--- src/rtl/ntt_pkg.sv ---
// Shared types and helpers for the mixed radix-2/4 NTT stage/address controller.
package ntt_pkg;

    localparam logic [1:0] S_IDLE  = 2'd0;
    localparam logic [1:0] S_READ  = 2'd1;
    localparam logic [1:0] S_DRAIN = 2'd2;
    localparam logic [1:0] S_DONE  = 2'd3;

    typedef enum logic [1:0] {
        ST_IDLE  = S_IDLE,
        ST_READ  = S_READ,
        ST_DRAIN = S_DRAIN,
        ST_DONE  = S_DONE
    } state_e;

    localparam logic        MODE_NTT  = 1'b0;
    localparam logic        MODE_INTT = 1'b1;
    localparam int unsigned NUM_BANKS = 4;

    // Bank of element j: sum of its base-4 digits, mod 4.
    function automatic logic [1:0] bank_of(input logic [31:0] j);
        logic [1:0] s;
        s = '0;
        for (int unsigned d = 0; d < 16; d++) begin
            s = s + j[2*d +: 2];
        end
        return s;
    endfunction

endpackage

--- src/rtl/ntt_delay_line.sv ---
// Reset-flushed shift register carrying write-path valid/address/rotation.
module ntt_delay_line #(
    parameter int unsigned WIDTH = 1,
    parameter int unsigned DEPTH = 1
) (
    input  logic             i_clk,
    input  logic             i_rst_n,
    input  logic             i_en,
    input  logic [WIDTH-1:0] i_data,
    output logic [WIDTH-1:0] o_data
);

    logic [WIDTH-1:0] r_pipe [DEPTH];

    always_ff @(posedge i_clk or negedge i_rst_n) begin
        if (!i_rst_n) begin
            for (int unsigned i = 0; i < DEPTH; i++) begin
                r_pipe[i] <= '0;
            end
        end else if (i_en) begin
            r_pipe[0] <= i_data;
            for (int unsigned i = 1; i < DEPTH; i++) begin
                r_pipe[i] <= r_pipe[i-1];
            end
        end
    end

    assign o_data = r_pipe[DEPTH-1];

endmodule

--- src/rtl/ntt_mixed_ctrl.sv ---
// Stage/address controller for the mixed radix-2/4 NTT over four banks.
// Optional NTT_MIXED_CTRL_STALL_EN adds i_stall, which freezes the whole schedule.
module ntt_mixed_ctrl
    import ntt_pkg::*;
#(
    parameter  int unsigned LOGN     = 8,
    parameter  int unsigned PIPE_LAT = 6,
    localparam int unsigned ADDR_W   = LOGN - 2
) (
    input  logic                  i_clk,
    input  logic                  i_rst_n,
    input  logic                  i_start,
    input  logic                  i_mode,
`ifdef NTT_MIXED_CTRL_STALL_EN
    input  logic                  i_stall,
`endif
    output logic                  o_rd_en,
    output logic [4*ADDR_W-1:0]   o_rd_addr,
    output logic [1:0]            o_rd_rot,
    output logic                  o_wr_en,
    output logic [4*ADDR_W-1:0]   o_wr_addr,
    output logic [1:0]            o_wr_rot,
    output logic [LOGN-1:0]       o_tw_addr,
    output logic                  o_radix4,
    output logic [3:0]            o_stage,
    output logic                  o_busy,
    output logic                  o_done
);

    localparam int unsigned CW   = LOGN - 2;
    localparam int unsigned S4   = LOGN / 2;
    localparam int unsigned ODD  = LOGN % 2;
    localparam int unsigned NSTG = S4 + ODD;
    localparam int unsigned DW   = (PIPE_LAT > 1) ? $clog2(PIPE_LAT) : 1;
    localparam int unsigned DLW  = 1 + 4*ADDR_W + 2;

    localparam logic [CW-1:0] C_LAST   = '1;
    localparam logic [3:0]    STG_LAST = 4'(NSTG - 1);
    localparam logic [DW-1:0] D_LAST   = DW'(PIPE_LAT - 1);

    state_e          r_state;
    logic [CW-1:0]   r_c;
    logic [DW-1:0]   r_d;
    logic [3:0]      r_stage;
    logic            r_mode;

    logic            w_stall;
    logic            w_rd_en;
    logic            w_busy;
    logic            w_r2;
    logic [3:0]      w_p;
    logic [LOGN-1:0] w_mask;
    logic [LOGN-1:0] w_cx;
    logic [LOGN-1:0] w_j [4];
    logic [4*ADDR_W-1:0] w_rd_addr;
    logic [LOGN-1:0] w_tw;
    logic            w_wr_v;

`ifdef NTT_MIXED_CTRL_STALL_EN
    assign w_stall = i_stall;
`else
    assign w_stall = 1'b0;
`endif

    assign w_busy  = (r_state == ST_READ) || (r_state == ST_DRAIN);
    assign w_rd_en = (r_state == ST_READ) && !w_stall;

    // NTT runs the radix-2 stage first and digits high-to-low; INTT is the mirror image.
    always_comb begin
        w_r2 = 1'b0;
        w_p  = '0;
        if (r_mode == MODE_NTT) begin
            if (ODD != 0 && r_stage == 4'd0) w_r2 = 1'b1;
            else                             w_p  = 4'(S4 - 1 + ODD) - r_stage;
        end else begin
            if (ODD != 0 && r_stage == 4'(S4)) w_r2 = 1'b1;
            else                               w_p  = r_stage;
        end
    end

    always_comb begin
        w_cx      = LOGN'(r_c);
        w_mask    = (LOGN'(1) << (2*w_p)) - LOGN'(1);
        w_rd_addr = '0;
        for (int unsigned k = 0; k < NUM_BANKS; k++) begin
            if (w_r2) w_j[k] = {k[1], r_c[CW-1:1], k[0], r_c[0]};
            else      w_j[k] = ((w_cx & ~w_mask) << 2) | (LOGN'(k) << (2*w_p)) | (w_cx & w_mask);
        end
        for (int unsigned k = 0; k < NUM_BANKS; k++) begin
            w_rd_addr[bank_of(32'(w_j[k]))*ADDR_W +: ADDR_W] = w_j[k][LOGN-1:2];
        end
        if (w_r2) w_tw = LOGN'(r_c);
        else      w_tw = LOGN'((32'(w_p) << (2*w_p)) | (32'(r_c) & ((32'd1 << (2*w_p)) - 32'd1)));
    end

    assign o_rd_en   = w_rd_en;
    assign o_rd_addr = w_rd_en ? w_rd_addr : '0;
    assign o_rd_rot  = w_rd_en ? bank_of(32'(w_j[0])) : 2'd0;
    assign o_tw_addr = w_rd_en ? w_tw : '0;
    assign o_radix4  = w_busy && !w_r2;
    assign o_stage   = r_stage;
    assign o_busy    = w_busy;
    assign o_done    = (r_state == ST_DONE);

    ntt_delay_line #(
        .WIDTH (DLW),
        .DEPTH (PIPE_LAT)
    ) u_wr_dly (
        .i_clk   (i_clk),
        .i_rst_n (i_rst_n),
        .i_en    (!w_stall),
        .i_data  ({o_rd_en, o_rd_addr, o_rd_rot}),
        .o_data  ({w_wr_v, o_wr_addr, o_wr_rot})
    );

    assign o_wr_en = w_wr_v && !w_stall;

    always_ff @(posedge i_clk or negedge i_rst_n) begin
        if (!i_rst_n) begin
            r_state <= ST_IDLE;
            r_c     <= '0;
            r_d     <= '0;
            r_stage <= '0;
            r_mode  <= MODE_NTT;
        end else if (!w_stall) begin
            case (r_state)
                ST_IDLE: begin
                    if (i_start) begin
                        r_state <= ST_READ;
                        r_mode  <= i_mode;
                        r_c     <= '0;
                        r_stage <= '0;
                    end
                end
                ST_READ: begin
                    r_c <= r_c + 1'b1;
                    if (r_c == C_LAST) begin
                        r_state <= ST_DRAIN;
                        r_d     <= '0;
                    end
                end
                ST_DRAIN: begin
                    r_d <= r_d + 1'b1;
                    if (r_d == D_LAST) begin
                        if (r_stage == STG_LAST) begin
                            r_state <= ST_DONE;
                        end else begin
                            r_stage <= r_stage + 1'b1;
                            r_state <= ST_READ;
                        end
                    end
                end
                ST_DONE: begin
                    r_state <= ST_IDLE;
                    r_stage <= '0;
                end
                default: r_state <= ST_IDLE;
            endcase
        end
    end

endmodule

--- config.mk ---
export PLATFORM = sky130hd
export DESIGN_NAME = ntt_mixed_ctrl
export DESIGN_NICKNAME = d
export VERILOG_FILES = /design/src/rtl/ntt_pkg.sv /design/src/rtl/ntt_delay_line.sv /design/src/rtl/ntt_mixed_ctrl.sv
export SDC_FILE = /design/constraint.sdc
export NUM_CORES = 1
export LEC_CHECK = 0
export ABC_AREA = 1
export BUFFER_PORTS_ARGS = -buffer_cell sky130_fd_sc_hd__buf_2
export CORE_ASPECT_RATIO = 0.8
export CORE_MARGIN = 2
export CORE_UTILIZATION = 40
export DETAILED_ROUTE_END_ITERATION = 6
export GPL_ROUTABILITY_DRIVEN = 0
export GPL_TIMING_DRIVEN = 0
export PLACE_DENSITY = 0.58
export SETUP_SLACK_MARGIN = 0.2
export SYNTH_ARGS = -nofsm -noshare
export SYNTH_HDL_FRONTEND = slang
export SYNTH_HIERARCHICAL = 1
export SYNTH_SLANG_ARGS = --single-unit
--- constraint.sdc ---
create_clock -name i_clk -period 8.15 [get_ports i_clk]
set_clock_uncertainty 0.1 [all_clocks]
set_input_delay 0.815 -clock i_clk [delete_from_list [all_inputs] [get_ports i_clk]]
set_output_delay 0.815 -clock i_clk [all_outputs]
set_load 0.005 [all_outputs]
# After elaboration in Yosys (flattened, before gate mapping)
# Index checks and enable logic that the tools add are counted.
classes:
  addsub: 22
  multipliers: 4
  n_eq_ne: 10
  shift: 14
  muxes: 20
  n_bitwise: 14
  n_reduce_logical: 10
op_table:
  columns: ["cell", "n"]
  rows:
  - ["negation 5 -> 34 bit", 4]
  - ["variable shift 6 x 34 -> 24 bit (first input constant)", 4]
  - ["indexed part select 6 x 34 -> 24 bit", 4]
  - ["bitwise mux 24 bit", 3]
  - ["OR 8 bit", 9]
  - ["adder 2 bit", 12]
  - ["AND 24 bit", 1]
  - ["2-to-1 mux 24 bit", 1]
  - ["<< shifter 1 x 5 -> 8 bit (first input constant)", 3]
  - ["AND 6 x 8 -> 8 bit", 2]
  - ["multiplier 2 x 2 -> 4 bit (second input constant)", 4]
  - ["2-to-1 mux 4 bit", 4]
  - ["<< shifter 2 x 5 -> 8 bit (first input constant)", 2]
  - ["case mux 4 bit (3 select lines)", 1]
  - ["case mux 6 bit (2 select lines)", 1]
  - ["2-to-1 mux 2 bit", 5]
  - ["2-to-1 mux 8 bit", 1]
  - ["case mux 2 bit (4 select lines)", 1]
  - ["<< shifter 4 x 5 -> 8 bit", 1]
  - ["subtractor 8 x 1 -> 8 bit (second input constant)", 1]
  - ["subtractor 8 x 2 -> 8 bit (second input constant)", 1]
  - ["adder 6 x 1 -> 6 bit (second input constant)", 1]
  - ["AND 6 bit", 1]
  - ["== test 6 bit (second input constant)", 1]
  - ["other kinds (20)", 26]
totals:
  regBits: 178
  inputBits: 4

# Logic depth before layout (Yosys ltp)
logic_depth:
  depth_word: 19
  ltp_mapped: 36
  depth_no_buf: 36

# By module
# Netlist, hierarchy kept.
modules_own_cells:
  columns: ["module", "instances", "cells_each", "area_each_um2", "seq_area_each_um2"]
  rows:
  - ["ntt_delay_line", 1, 711, 6297.3, 4053.9]
  - ["ntt_mixed_ctrl", 1, 533, 3170.5, 400.4]

# Worst setup path before layout
# Ideal clock, no wire load.
synth_path:
  kind: "register -> output"
  from: "register r_stage[2], in the netlist o_stage[2]"
  to: "output o_rd_addr[5]"
  arrival_ps: 4999
  required_ps: 7235
  slack_ps: 2236
  path_stages_with_launch: 29
  n_path_buf: 2
  path_cell_list: "dfrtp_1 -> inv_2 -> ha_1 -> nand2_1 -> nand2_2 -> inv_2 -> nand2_1 -> nor2_4 -> inv_1 -> ha_1 -> nand2_1 -> o211ai_1 -> inv_1 -> fa_1 -> inv_1 -> ha_1 -> clkbuf_1 -> inv_1 -> clkbuf_1 -> ha_1 -> inv_1 -> nor2_1 -> nand2_1 -> nor2_1 -> inv_1 -> a21oi_1 -> inv_1 -> o21ai_0 -> o2111a_1"
synth_via:
  elab_chain_len: 19
  elab_cells_between_ends: 51
synth_lines:
  columns: ["item", "line_no", "source"]
  rows:
  - ["start: declaration", "ntt_mixed_ctrl.sv:44", "logic [3:0] r_stage;"]
  - ["start signal: assignment", "ntt_mixed_ctrl.sv:148", "r_stage <= r_stage + 1'b1;"]
  - ["subtractor 2 x 4 -> 4 bit", "ntt_mixed_ctrl.sv:74", "else w_p = 4'(S4 - 1 + ODD) - r_stage;"]
  - ["2-to-1 mux 4 bit (*)", "ntt_mixed_ctrl.sv:72", "if (r_mode == MODE_NTT) begin"]
  - ["<< shifter 1 x 5 -> 8 bit", "ntt_mixed_ctrl.sv:83, ntt_mixed_ctrl.sv:87", null]
  - ["subtractor 8 x 2 -> 8 bit", "ntt_mixed_ctrl.sv:83", "w_mask = (LOGN'(1) << (2*w_p)) - LOGN'(1);"]
  - ["NOT 6 bit", "ntt_mixed_ctrl.sv:87", "else w_j[k] = ((w_cx & ~w_mask) << 2) | (LOGN'(k) << (2*w_p)) | (w_cx & w_mask);"]
  - ["AND 6 bit", "ntt_mixed_ctrl.sv:87", null]
  - ["OR 8 bit (2 in a row)", "ntt_mixed_ctrl.sv:87", null]
  - ["adder 2 bit (3 in a row)", "ntt_pkg.sv:25", "s = s + j[2*d +: 2];"]
  - ["multiplier 2 x 2 -> 4 bit", "ntt_mixed_ctrl.sv:90", "w_rd_addr[bank_of(32'(w_j[k]))*ADDR_W +: ADDR_W] = w_j[k][LOGN-1:2];"]
  - ["negation 5 -> 34 bit", "ntt_mixed_ctrl.sv:90", null]
  - ["indexed part select 6 x 34 -> 24 bit / variable shift 6 x 34 -> 24 bit (equally long branches)", "ntt_mixed_ctrl.sv:90", null]
  - ["AND 24 bit (no source line)", null, null]
  - ["bitwise mux 24 bit (2 in a row)", "ntt_mixed_ctrl.sv:90", null]
  - ["bitwise mux 24 bit (*)", "ntt_mixed_ctrl.sv:90", null]
  - ["2-to-1 mux 24 bit (*)", "ntt_mixed_ctrl.sv:97", "assign o_rd_addr = w_rd_en ? w_rd_addr : '0;"]
  - ["end: declaration", "ntt_mixed_ctrl.sv:18", "output logic [4*ADDR_W-1:0] o_rd_addr,"]
# Every way passes the cells marked *; elsewhere a longest branch is shown, timed or not.

# Final worst setup path
layout_path:
  from: "register r_stage[2], in the netlist o_stage[2]"
  to: "output o_rd_addr[1]"
# Same word-level chain as after synthesis.

==> impl_metrics.csv <==
group,metric,value,unit
outcome,outcome,"complete, no violations",
route,vias,8087,
worst_setup_path,critPathMostFrequentCell,"inv_1",
route,vias_per_cell,4.87,
route,wl_per_cell,14.2,um
route,drc_errors,0,
sta,rsz0062_at_grt,"no",
global_route,antenna_found_initial,0,
global_route,overflow,0,
route,drt_iter0_drc,610,
sta,hold_violations,0,
logic_synthesis,synth_most_common_cell,"nand2_1",
logic_synthesis,synthTopCellsByCount,"nand2_1 (603), dfrtp_1 (178), inv_1 (80)",
sta,tns,0,ns
global_route,grt_pass1_wl,38.8,mm
route,finalWirelength,23.6,mm
cells_and_area,design_area,0.0109,sq mm
job,maxCapViolations,0,
clocking,clk_latency,0.43,ns
clocking,cts_root_buf,"clkbuf_16",
clocking,postCtsHoldBufs,0,
worst_setup_path,arrival,6.60,ns
worst_setup_path,regToRegStartpoint,"o_stage[2]$_DFFE_PN0P_",
floorplan,rows,50,
clocking,htreeDepth,4,
cells_and_area,nFillCells,2432,
cells_and_area,drive_gt1_share,15.3,%
sta,final-setup-viol-count,0,
clocking,tritoncts,"built",
worst_setup_path,crit_family,"adder cells",
sta,period_share,92.2,%
logic_synthesis,syn-num-nets,1283,
worst_setup_path,critical_path_peak_fanout,15,
floorplan,design.core.area,0.0233,sq mm
clocking,cts_made_buffers,17,
worst_setup_path,endpoint_kind,"output pin",
hold_path,holdCritPathClass,"in2async",
floorplan,initial_core_util,40.6,%
logic_synthesis,syn_area,0.00947,sq mm
floorplan,ioPinCount,73,
sta,worst_slew_pin_slew,0.829,ns
logic_synthesis,yosysWarningCount,6,
clocking,path_clk_slew,0.07,ns
worst_setup_path,critPathMaxStageDelay,0.51,ns
route,dr.pass1.iters,5,
route,drt-met1-wl,12.1,mm
placement,io_buffers,72,
placement,dp_hpwl,17.6,mm
logic_synthesis,synth-main-ff-cell,"dfrtp_1",
floorplan,die_h,142,um
logic_synthesis,syn_area_per_cell,7.61,sq um
logic_synthesis,synth_top_area_share,47.0,%
sta,maxSlewViolCount,0,
logic_synthesis,yosys_register_bits,178,
route,highest_layer,"met4",
worst_setup_path,startpoint,"o_stage[2]$_DFFE_PN0P_",
sta,period_needed,7.52,ns
global_route,track_usage,19.7,%
floorplan,dieArea,0.0249,sq mm
sta,clock.fmax,133,MHz
clocking,clk_path_buf_depth,2,
logic_synthesis,synth_edf_count,0,
worst_setup_path,required,7.24,ns
global_route,grt_pass1_vias,7642,
worst_setup_path,cp_slowest_cell,"fa_1",
logic_synthesis,yosys-top-cells-area,"dfrtp_1 (47%), nand2_1 (24%), ha_1 (4.4%)",
cells_and_area,area_delta_synth_final,14.9,%
cells_and_area,antenna_cells,0,
logic_synthesis,syn_inst,1244,
worst_setup_path,path_buf_inv,12,
route,route.met2.wl,9.87,mm
logic_synthesis,ys_types,49,
logic_synthesis,async_reset_ff_share,100,%
floorplan,die_w,176,um
logic_synthesis,ys_seq_area_share,47.0,%
sta,slew_headroom,44.2,%
route,wl_met3,1.19,mm
logic_synthesis,yosysTopAreaCell,"dfrtp_1",
worst_setup_path,crit_type,"reg2out",
global_route,grt_max_degree,102,
route,ant_nets,0,
cells_and_area,fin_nets,1376,
placement,dpl_cell_area,0.0103,sq mm
worst_setup_path,startpoint_type,"flop",
clocking,cts.sinks,178,
[layout by cell type (no fill, tap or decap), types with 3 or more instances in the layout]
cell,netlist,final
a211oi_1,3,3
a21oi_1,41,41
a31oi_1,4,4
buf_2,26,97
buf_4,37,38
clkbuf_1,8,6
clkbuf_16,0,17
clkinv_4,0,3
dfrtp_1,178,178
ha_1,33,33
inv_1,80,80
inv_2,5,5
inv_4,3,3
inv_6,0,3
nand2_1,603,603
nand2_2,10,10
nand2_4,3,3
nand3_1,38,38
nand4_1,12,12
nor2_1,50,50
nor3_1,16,15
o211ai_1,4,4
o21a_1,3,3
o21ai_0,41,41
o21ai_1,3,3
o22ai_1,3,3
xnor2_1,5,5
xor2_1,6,6
[sequential cells by signal, summed over array words and instances (netlist names)]
| name | flops |
|---|---|
| r_state | 2 |
| u_wr_dly/r_pipe | 135 |
| r_c | 6 |
| u_wr_dly/o_data | 27 |
| r_mode | 1 |
| r_d | 3 |
| o_stage | 4 |
[worst paths after layout]
| check | cells past startpoint | end | slack, ns |
|---|---|---|---|
| hold reg to reg | 2 | u_wr_dly/r_pipe[45]$_DFFE_PN0P_ | 0.37 |
| max in group asynchronous | 2 | u_wr_dly/r_pipe[88]$_DFFE_PN0P_ | 6.76 |
| setup reg to reg | 30 | u_wr_dly/r_pipe[138]$_DFFE_PN0P_ | 1.84 |
| min in group i_clk | 2 | u_wr_dly/r_pipe[45]$_DFFE_PN0P_ | 0.37 |
| setup / recovery | 29 | o_rd_addr[1] | 0.63 |
| hold / removal | 1 | r_mode$_DFFE_PN0P_ | 0.28 |
[stage by stage]
step | std cells | setup slack (ns) | utilization [%] | hold WS (ns)
2_1_floorplan | 1244 | 2.24 | - | 0.344
3_3_place_gp | 1628 | 0.507 | 43.8 | 0.357
3_5_place_dp | 1629 | 0.504 | 44.0 | 0.363
4_1_cts | 1662 | 0.286 | 46.6 | 0.289
5_1_grt | 1662 | 0.341 | 46.6 | 0.314
6_report | 1662 | 0.633 | 46.6 | 0.276
[kinds of logic after synthesis]
logic type	count (synthesis)	synth area share (%)
simple gates	745	32.0
buf+inv	163	8.51
flops	178	47.0
fa+ha+maj	35	4.78
other cells	1	0.0396
compound gates	111	6.59
xor+xnor	11	1.02
[metal layers]
metal	track usage, %	vias up
li1	-	4073
met1	29.1	3790
met2	29.4	193
met3	3.59	31
met4	6.13	0
met5	0	-
[final cells by class]
| cell class | count | area, sq um | area share, % |
|---|---|---|---|
| buffer | 74 | 467 | 4.29 |
| clock inverter | 15 | 176 | 1.62 |
| clock buffer | 17 | 425 | 3.91 |
| inverter | 89 | 342 | 3.14 |
| tap | 312 | 390 | 3.59 |
| sequential | 178 | 4450 | 40.9 |
| timing repair buffer | 74 | 405 | 3.73 |
| multi-input combinational | 903 | 4220 | 38.8 |
[timing repair]
item                                    CTS  global route
endpoints found under the setup margin    3             8
buffers inserted                          1             0
pin swaps                                 1             0
resized for setup                         0             6
Power is left out: the tool's default activity adds up to more than one toggle a clock period on the data nets, which glitch-free logic cannot reach.
